$ cat src/rtl/pipe_stage_reg_pkg.sv
// Shared lc3b pipeline types: per-stage payload structs and the stall counter default width.
package lc3b_types;

   typedef logic [15:0] lc3b_word;
   typedef logic [2:0]  lc3b_reg;

   typedef struct packed {
      logic [3:0] opcode;
      logic [3:0] aluop;
      logic       load_regfile;
      logic       load_cc;
      logic       mem_read;
      logic       mem_write;
      logic       br_en;
      logic [1:0] pcmux_sel;
      logic [1:0] regfilemux_sel;
   } lc3b_control;

   typedef struct packed {
      lc3b_word pc;
      lc3b_word ir;
   } lc3b_if_id_t;

   typedef struct packed {
      lc3b_control ctrl;
      lc3b_word    pc;
      lc3b_word    ir;
      lc3b_word    sr1_data;
      lc3b_word    sr2_data;
      lc3b_reg     dest;
   } lc3b_id_ex_t;

   typedef struct packed {
      lc3b_control ctrl;
      lc3b_word    pc;
      lc3b_word    alu_out;
      lc3b_word    sr2_data;
      lc3b_reg     dest;
   } lc3b_ex_mem_t;

   typedef struct packed {
      lc3b_control ctrl;
      lc3b_word    pc;
      lc3b_word    alu_out;
      lc3b_word    mem_rdata;
      lc3b_reg     dest;
   } lc3b_mem_wb_t;

   localparam int unsigned LC3B_STALL_CNT_W = 16;

endpackage

$ cat src/rtl/pipe_stage_reg_counter.sv
// pipe_sat_counter: saturating event counter with synchronous clear; shared by performance counters.
module pipe_sat_counter
   import lc3b_types::*;
#(
   parameter int CNT_WIDTH = LC3B_STALL_CNT_W
) (
   input  logic                 clk,
   input  logic                 rst,
   input  logic                 inc,
   input  logic                 clr,
   output logic [CNT_WIDTH-1:0] count
);

   localparam logic [CNT_WIDTH-1:0] CNT_MAX = {CNT_WIDTH{1'b1}};
   localparam logic [CNT_WIDTH-1:0] CNT_ONE = CNT_WIDTH'(1);

   logic [CNT_WIDTH-1:0] count_r;
   logic [CNT_WIDTH-1:0] count_nx_s;

   // next count: clear wins over increment, increment stops at the maximum
   always_comb begin
      count_nx_s = count_r;
      if (clr) begin
         count_nx_s = {CNT_WIDTH{1'b0}};
      end else if (inc && (count_r != CNT_MAX)) begin
         count_nx_s = count_r + CNT_ONE;
      end else begin
         count_nx_s = count_r;
      end
   end

   // count register
   always_ff @(posedge clk or posedge rst) begin
      if (rst) begin
         count_r <= {CNT_WIDTH{1'b0}};
      end else begin
         count_r <= count_nx_s;
      end
   end

   assign count = count_r;

endmodule

$ cat src/rtl/pipe_stage_reg.sv
// Elastic valid/ready pipeline stage with flush and saturating stall counter.
// Define PIPE_STAGE_SKID_EN to add a skid entry that registers in_ready.
module pipe_stage_reg
   import lc3b_types::*;
#(
   parameter int WIDTH     = 64,
   parameter int CNT_WIDTH = LC3B_STALL_CNT_W
) (
   input  logic                 clk,
   input  logic                 rst,
   input  logic                 in_valid,
   output logic                 in_ready,
   input  logic [WIDTH-1:0]     in_data,
   input  logic                 flush,
   output logic                 out_valid,
   input  logic                 out_ready,
   output logic [WIDTH-1:0]     out_data,
   input  logic                 clr_count,
   output logic [CNT_WIDTH-1:0] stall_count
);

   logic             main_valid_r;
   logic [WIDTH-1:0] main_data_r;
   logic             main_valid_nx_s;
   logic [WIDTH-1:0] main_data_nx_s;
   logic             in_ready_s;

`ifdef PIPE_STAGE_SKID_EN
   logic             skid_valid_r;
   logic [WIDTH-1:0] skid_data_r;
   logic             skid_valid_nx_s;
   logic [WIDTH-1:0] skid_data_nx_s;
   logic             accept_s;
   logic             release_s;

   assign in_ready_s = ~skid_valid_r;
   assign accept_s   = in_valid & in_ready_s;
   assign release_s  = main_valid_r & out_ready;

   // two-entry FIFO steering: skid refills main first, else input goes straight to main
   always_comb begin
      main_valid_nx_s = main_valid_r;
      main_data_nx_s  = main_data_r;
      skid_valid_nx_s = skid_valid_r;
      skid_data_nx_s  = skid_data_r;
      if (!main_valid_r || release_s) begin
         if (skid_valid_r) begin
            main_valid_nx_s = 1'b1;
            main_data_nx_s  = skid_data_r;
            skid_valid_nx_s = 1'b0;
         end else begin
            main_valid_nx_s = accept_s;
            main_data_nx_s  = in_data;
         end
      end else if (accept_s) begin
         skid_valid_nx_s = 1'b1;
         skid_data_nx_s  = in_data;
      end else begin
         skid_valid_nx_s = skid_valid_r;
      end
      if (flush) begin
         main_valid_nx_s = 1'b0;
         skid_valid_nx_s = 1'b0;
      end else begin
         main_valid_nx_s = main_valid_nx_s;
      end
   end

   // skid entry registers
   always_ff @(posedge clk or posedge rst) begin
      if (rst) begin
         skid_valid_r <= 1'b0;
         skid_data_r  <= {WIDTH{1'b0}};
      end else begin
         skid_valid_r <= skid_valid_nx_s;
         skid_data_r  <= skid_data_nx_s;
      end
   end
`else
   assign in_ready_s = out_ready | ~main_valid_r;

   // single entry: load whenever ready, flush drops whatever was held or accepted
   always_comb begin
      main_valid_nx_s = main_valid_r;
      main_data_nx_s  = main_data_r;
      if (in_ready_s) begin
         main_valid_nx_s = in_valid;
         main_data_nx_s  = in_data;
      end else begin
         main_valid_nx_s = main_valid_r;
      end
      if (flush) begin
         main_valid_nx_s = 1'b0;
      end else begin
         main_valid_nx_s = main_valid_nx_s;
      end
   end
`endif

   // main entry registers
   always_ff @(posedge clk or posedge rst) begin
      if (rst) begin
         main_valid_r <= 1'b0;
         main_data_r  <= {WIDTH{1'b0}};
      end else begin
         main_valid_r <= main_valid_nx_s;
         main_data_r  <= main_data_nx_s;
      end
   end

   assign in_ready  = in_ready_s;
   assign out_valid = main_valid_r;
   assign out_data  = main_data_r;

   pipe_sat_counter #(
      .CNT_WIDTH (CNT_WIDTH)
   ) u_stall_cnt (
      .clk   (clk),
      .rst   (rst),
      .inc   (main_valid_r & ~out_ready),
      .clr   (clr_count),
      .count (stall_count)
   );

endmodule

$ cat config.mk
export PLATFORM = sky130hd
export DESIGN_NAME = pipe_stage_reg
export DESIGN_NICKNAME = d
export VERILOG_FILES = /design/src/rtl/pipe_stage_reg_pkg.sv /design/src/rtl/pipe_stage_reg_counter.sv /design/src/rtl/pipe_stage_reg.sv
export SDC_FILE = /design/constraint.sdc
export NUM_CORES = 1
export LEC_CHECK = 0
export BUFFER_PORTS_ARGS = -buffer_cell sky130_fd_sc_hd__buf_2
export CORE_ASPECT_RATIO = 1.25
export CORE_UTILIZATION = 43
export CTS_CLUSTER_SIZE = 28
export DETAILED_ROUTE_END_ITERATION = 8
export PLACE_DENSITY = 0.76
export SLEW_MARGIN = 20
export SYNTH_ARGS = -nofsm -noshare
export SYNTH_HDL_FRONTEND = slang
export SYNTH_HIERARCHICAL = 1
export SYNTH_SLANG_ARGS = --single-unit
export TNS_END_PERCENT = 100
$ cat constraint.sdc
create_clock -name clk -period 1.9 [get_ports clk]
set_input_delay 0.095 -clock clk [delete_from_list [all_inputs] [get_ports clk]]
set_output_delay 0.095 -clock clk [all_outputs]
set_load 0.005 [all_outputs]
# ---- Word-level counts from Yosys, hierarchy flattened
# Cells that the tools add are included.
dict set report op_classes {
  reduce_logical 3
  mux 4
  n_bitwise 4
  n_lt_le_gt_ge 0
  add_sub_neg 1
  n_mul 0
  n_eq_ne 1
  shift 0
  div 0
}
# op count
set ops {}
lappend ops {{$mux 16} 2}
lappend ops {{$add 16x1->16 const B} 1}
lappend ops {{$ne 16x16->1 const B} 1}
lappend ops {{$reduce_bool 2->1} 2}
lappend ops {{$mux 1} 2}
lappend ops {{$not 1->1} 2}
lappend ops {{$and 1x1->1} 1}
lappend ops {{$logic_and 1x1->1} 1}
lappend ops {{$or 1x1->1} 1}
dict set report word_totals {
  in_bits 70
  reg_bits 81
  output_inout_bits 82
  mem_count 0
  latch_bits 0
  ramBits 0
  wordCells 16
  romBits 0
}

# ---- Longest topological paths before layout
# Gate-level depths: netlist (run 1).
dict set report logic_depth {
  ltp_word 5
  depth_mapped 6
  depth_no_buf 5
}

# ---- Hierarchy
# The synthesis (run 1) kept the hierarchy.
# mod area_per_inst_um2 n_inst cells_per_inst seq_area_each_um2
set by_module_without_submodules {}
lappend by_module_without_submodules {pipe_stage_reg 2593.7 1 141 1626.6}
lappend by_module_without_submodules {pipe_sat_counter 932.1 1 101 400.4}

# ---- Worst setup path after synthesis (run 1)
# Ideal clock, no wire load.
dict set report synth_timing {
  path_type {flip-flop to flip-flop}
  startpoint {register main_valid_r (netlist: out_valid)}
  endpoint {register u_stall_cnt.count_r[13] (netlist: u_stall_cnt/count[13])}
  setup_ps 78
  t_arrival_ps 1791
  period_less_slack_ps 1869
  stages_incl_launch_ff 7
  n_path_buf 1
  required_ps 1822
  setup_slack_ps 31
  path_cell_list {dfrtp_1 nor2b_4 clkbuf_2 nand3_1 or4_4 or4_1 a21oi_1}
}
dict set report synth_between {
  elab_chain_cells 3
}
# element line_no
set synth_lines {}
lappend synth_lines {{from (decl)} pipe_stage_reg.sv:22} ;# logic main_valid_r;
lappend synth_lines {{from (signal assigned)} pipe_stage_reg.sv:106} ;# main_valid_r <= main_valid_nx_s;
lappend synth_lines {{$and 1x1->1} pipe_stage_reg.sv:120} ;# .inc (main_valid_r & ~out_ready),
lappend synth_lines {{$logic_and 1x1->1} pipe_stage_reg_counter.sv:25} ;# end else if (inc && (count_r != CNT_MAX)) begin
lappend synth_lines {{$reduce_bool 2->1 (no line)} n/a}
lappend synth_lines {{to (signal assigned)} pipe_stage_reg_counter.sv:35} ;# count_r <= {CNT_WIDTH{1'b0}};
lappend synth_lines {{to (signal assigned)} pipe_stage_reg_counter.sv:37} ;# count_r <= count_nx_s;
lappend synth_lines {{to (decl)} pipe_stage_reg_counter.sv:17} ;# logic [CNT_WIDTH-1:0] count_r;
# Every way passes these cells.
# A chain may end at the register's enable or synchronous reset.

# ---- Final worst setup path (run 1)
dict set report layout_timing {
  startpoint {register u_stall_cnt.count_r[5] (netlist: u_stall_cnt/count[5])}
  endpoint {register u_stall_cnt.count_r[13] (netlist: u_stall_cnt/count[13])}
}
dict set report layout_between {
  elab_chain_cells 3
  elab_cells_between_ends 6
  classes_between {add/sub: 1; eq/ne: 1; mux: 2; reduce/logical: 2}
}
# element line_no
set layout_lines {}
lappend layout_lines {{$add 16x1->16 or $ne 16x16->1 (tied branches)} {pipe_stage_reg_counter.sv:26, pipe_stage_reg_counter.sv:25}}
lappend layout_lines {{$mux 16 or $logic_and 1x1->1 (tied branches)} pipe_stage_reg_counter.sv:25}
lappend layout_lines {{$mux 16 or $reduce_bool 2->1 (tied branches)} n/a}
# Parallel ways exist; a longest one is shown, timed or not. The select of a mux whose other input is x is not followed.

==> impl_metrics.ini, run 1 <==
[power]
power_density_nw_per_um2 = 686.5
vdd_drop_max_mv = 0.4753
power.share.combinational_pct = 16.1
power.leakage_nw = 2.619
clockPowerShare_pct = 31.8
internal-power_mw = 2.743
swShare_pct = 24.53
p_seq_share_pct = 52.1
power_switching_uw = 891.7

[die]
row_count = 36
dieArea_um2 = 8568
coreArea_um2 = 7883
io_pins = 152
initial_core_util_pct = 44.73
die_h_um = 103.2
fp.dieW_um = 82.99

[hold_path]
hold_path.class = in2reg
hold_start = clr_count

[synth]
synth_area_per_cell_um2 = 14.57
syn_area_um2 = 3526
synth_fp_nets = 313
ys_seq_elements = 81
ys_types = 34
ys_warn_count = 6
yosysSeqAreaShare_pct = 57.49
syn_inst = 242

[route]
wl_per_cell_um = 16.73
drc_errors = 0
drtIter0Drc = 137
routed_wl_um = 9538
vias_per_cell = 5.079
dr_total_vias = 2895
drtAntennaViolNets = 0
dr.pass1.iters = 4

[cells_and_area]
final_nets = 541
drive_above_1_share_pct = 53.26
insertedDiodeCount = 0
ff_latch_area_um2 = 2031
areaGrowthSynthToFinish_pct = 50.18
fill_cells = 564
multi_input_area_um2 = 1388
final_cell_mix = buf_2, dfrtp_1, dlygate4sd3_1, mux2_4, mux2_2
final_common_cell = buf_2

[sta]
holdWs_ns = 0.1347
fin_ws_ns = 0.05667
maxSlewHeadroom_pct = 59.72
tightest_slew_ns = 0.6035
setup_viol = 0
fin_worst_skew_ns = 0.007764
rsz0062_at_grt = true
slew_viol_final = 0
fin_crit_ns = 1.843
max_freq_mhz = 542.5
fin_crit_sh_pct = 97.02
hold_viol = 0

[worst_setup_path]
cp_max_fo = 6
path_buf_inv = 0
arrival_ns = 2.12
worstSetupPathType = reg2reg
end_kind = register
startpoint_type = register
max_stage_delay_ns = 0.56
crit_required_ns = 2.18
cp-startpoint = u_stall_cnt/count[5]
slowest_stage = or4_4
crit_chain = nand4_1 -> or4_4 -> or4_1 -> a21oi_1
cp_top_family = simple AND/OR/NAND/NOR gates
worstReg2RegStart = u_stall_cnt/count[5]

[flow_run]
maxCapViolations = 0

[cts]
worstSkewPairLatency_ns = 0.35
cts_made_buffers = 9
htreeDepth = 3
cts_tree = yes
clock_sinks = 81
clockBufferDepth = 2
path_clk_slew_ns = 0.08
clockRootBuffer = clkbuf_8

[placed_design]
place_congestion = 0.8301
place_ws_ns = 0.06950
hpwl_um = 5876
io_buffers = 151

[grt]
grt_pass1_vias = 2945
grt_max_degree = 50
grt_overflow = 0
antenna_found_initial = 0
grt_pass1_wl_um = 14830
track_usage_pct = 22.85

[outcome]
status = finished, final reports clean
path summary, 6_finish.rpt:
check	to	slack, ns	cells past startpoint
max	u_stall_cnt/count[13]	0.06	4
min	u_stall_cnt/count[15]	0.13	2
max reg2reg	u_stall_cnt/count[13]	0.06	4
min reg2reg	out_data[25]	0.51	1
max in group asynchronous	out_data[11]	1.00	4
min in group asynchronous	out_data[51]	0.30	3
cells by family after synthesis:
| group | Yosys count | synth area share, % |
|---|---|---|
| AOI/OAI and AO/OA | 26 | 4.294 |
| adders and majority gates | 1 | 0.3548 |
| buffers and inverters | 17 | 3.229 |
| DFF | 81 | 57.49 |
| muxes | 67 | 25.62 |
| and+or+nand+nor | 50 | 9.013 |
power by group through the flow:
stage	Combinational [mW]	Sequential (mW)	Clock, mW
final	0.585	1.90	1.15
after global routing	0.632	1.91	1.27
after CTS	0.579	1.89	1.19
after detailed placement	0.473	1.92	0
after global placement	0.460	1.92	0
after floorplan	0.231	1.93	0
repair_timing:
item / CTS / global route
gates resized for setup: 0 / 4
buffers inserted: 0 / 1
hold buffers: 67 / 0
setup endpoints to repair: 0 / 4
endpoints found under the hold margin: 97 / 0
cell usage after synthesis (all sizes together):
library cell	instances	area, um2
or4	8	65.06
nand3	7	35.03
or3	7	45.05
clkbuf	2	8.750
dlygate4sd1	1	8.760
a21oi	13	65.06
nand4	5	46.29
a31oi	1	6.260
dfrtp	81	2027
nor2b	4	32.53
inv	6	22.52
nand2b	2	12.51
ha	1	12.51
mux2i	1	10.01
o21ai	5	25.02
nand2	6	22.52
nor4	3	18.77
o41ai	2	17.52
mux2	66	893.4
buf	8	73.82
nor3	4	20.02
and4	1	8.760
o31ai	5	37.54
nor2	3	11.26
final cells by class:
type | instances | area share (%)
repair buffers | 228 | 29.30
clock inverters | 4 | 0.5198
inverters | 6 | 0.4490
clock buffers | 12 | 2.930
flip-flops and latches | 81 | 38.35
well taps | 95 | 2.245
multi-input cells | 144 | 26.21
sequential cells by signal, indices dropped and copies added (netlist names):
name	cells
out_data	64
out_valid	1
u_stall_cnt/count	16
routing by layer:
layer	wire length (um)	global-route usage (%)	share of wire (%)
met1	3713	26.59	39
met2	4954	39.16	52
met3	611	6.667	6.4
met4	257	11.41	2.7
met5	0	0	0
per-stage QoR:
stage	instances	instance area, um2	util, %	TNS (ns)	total power, mW
global placement	486	4428	56.17	0	2.379
finish	570	5295	67.17	0	3.635
detailed placement	486	4428	56.17	0	2.395
floorplan	242	3526	-	0	2.160
global route	570	5295	67.17	-0.1750	3.811
CTS	569	5281	67.00	0	3.658
(Power assumes the default switching activity.)
==> run 2: changes to the inputs <==
CTS_BUF_LIST = sky130_fd_sc_hd__clkbuf_16   (was unset)
==> impl_metrics.ini, run 2 (synthesized netlist as in run 1, its figures left out) <==
[sta]
fin_crit_ns = 1.843
fin_ws_ns = 0.05696
final.setup.tns_ns = 0
max_freq_mhz = 542.6
rsz0062_at_grt = true
holdWs_ns = 0.008203
fin_crit_sh_pct = 97.00
tightest_slew_ns = 0.5901
slew_viol_final = 0
hold_viol = 0
setup_viol = 0
fin_worst_skew_ns = 0.004694
maxSlewHeadroom_pct = 60.36

[placed_design]
hpwl_um = 5876
io_buffers = 151
place_ws_ns = 0.06950
place_congestion = 0.8301

[grt]
grt_pass1_wl_um = 14560
grt_overflow = 0
grt_max_degree = 50
antenna_found_initial = 0
track_usage_pct = 22.37
grt_pass1_vias = 2920

[worst_setup_path]
startpoint_type = register
path_buf_inv = 0
r2r_cells = 4
max_stage_delay_ns = 0.58
worstSetupPathType = reg2reg
cp.depth = 4
slowest_stage = or4_4
cp_top_family = simple AND/OR/NAND/NOR gates
crit_required_ns = 2.16
cp_max_fo = 7
arrival_ns = 2.10
crit_chain = nand4_4 -> or4_4 -> or4_1 -> a21oi_1
end_kind = register

[cts]
cts_made_buffers = 9
clockBufferDepth = 2
clock_sinks = 81
clockRootBuffer = clkbuf_16
post_cts_buffers = 0
path_clk_slew_ns = 0.06
htreeDepth = 3
worstSkewPairLatency_ns = 0.33
cts_tree = yes

[route]
vias_per_cell = 5.096
dr_total_vias = 2869
drtIter0Drc = 136
dr.pass1.iters = 4
routed_wl_um = 9283
wl_per_cell_um = 16.49
drc_errors = 0
drtAntennaViolNets = 0

[cells_and_area]
drive_above_1_share_pct = 52.78
areaGrowthSynthToFinish_pct = 50.46
final_nets = 534
final_cell_mix = buf_2, dfrtp_1, dlygate4sd3_1, mux2_4, mux2_2
largest_reg_flops = 64
finish.utilization_pct = 67.30
final_common_cell = buf_2
insertedDiodeCount = 0

[die]
initial_core_util_pct = 44.73
dieArea_um2 = 8568
die_h_um = 103.2
coreArea_um2 = 7883
io_pins = 152
fp.dieW_um = 82.99
row_count = 36

[hold_path]
hold_depth = 2
hold_path.class = in2reg

[power]
vdd_drop_max_mv = 0.5220
power.leakage_nw = 2.634
power_density_nw_per_um2 = 754.0

[flow_run]
maxCapViolations = 0

[outcome]
status = finished, final reports clean
## run 2: cell types whose count changed in the layout (fill, tap and decap cells not counted), sizes merged
cell	before	now
clkinv	2	4
dlygate4sd3	67	61
buf	161	160
inv	5	6
clkbuf	12	9
## run 2: path summary, 6_finish.rpt
kind | slack (ns) | endpoint | startpoint
worst max-delay path | 0.06 | u_stall_cnt/count[13] | u_stall_cnt/count[8]
worst min-delay path | 0.008 | out_data[16] | in_data[16]
worst max register to register | 0.06 | u_stall_cnt/count[13] | u_stall_cnt/count[8]
worst min register to register | 0.50 | out_data[17] | out_data[17]
max in group asynchronous | 0.97 | out_data[10] | rst
min in group asynchronous | 0.33 | out_data[44] | rst
## run 2: cell type report
class,count,area [um2]
Timing Repair Buffer,221,1484
Tap cell,95,118.9
Sequential cell,81,2027
Clock inverter,7,38.79
Fill cell,557,2577
Inverter,6,23.77
Multi-Input combinational cell,144,1388
Clock buffer,9,225.2
## run 2: what timing repair did
item,in CTS,in global routing
hold buffers,61,0
endpoints found under the hold margin,91,0
setup endpoints to repair,0,4
gates resized for setup,0,1
## run 2: where the power goes
| group | internal (mW) | switching, mW | leakage, nW |
|---|---|---|---|
| registers | 1.83 | 0.0633 | 0.982 |
| logic | 0.361 | 0.213 | 1.53 |
| clock network | 0.867 | 0.661 | 0.124 |
| total | 3.06 | 0.938 | 2.63 |
## run 2: metrics by stage
stage | std cells | cell area, um2 | total power [mW]
after floorplan | 242 | 3526 | 2.160
after global placement | 486 | 4428 | 2.379
after detailed placement | 486 | 4428 | 2.395
after CTS | 563 | 5303 | 4.030
after global routing | 563 | 5305 | 4.167
final | 563 | 5305 | 4.000
## run 2: routing by layer
metal / global-route usage, % / vias to the layer above / share of wire, %
met4: 13.00 / 0 / 3.1
met3: 5.159 / 24 / 6.2
li1: - / 1327 / -
met2: 38.78 / 125 / 52
met1: 25.83 / 1393 / 39
met5: 0 / - / 0
## run 2: worst register-to-register path, delay by kind of cell, from the launching register on
family          cells  cell delay [ns]
flops               1             0.45
compound gates      1             0.15
simple gates        3             1.17
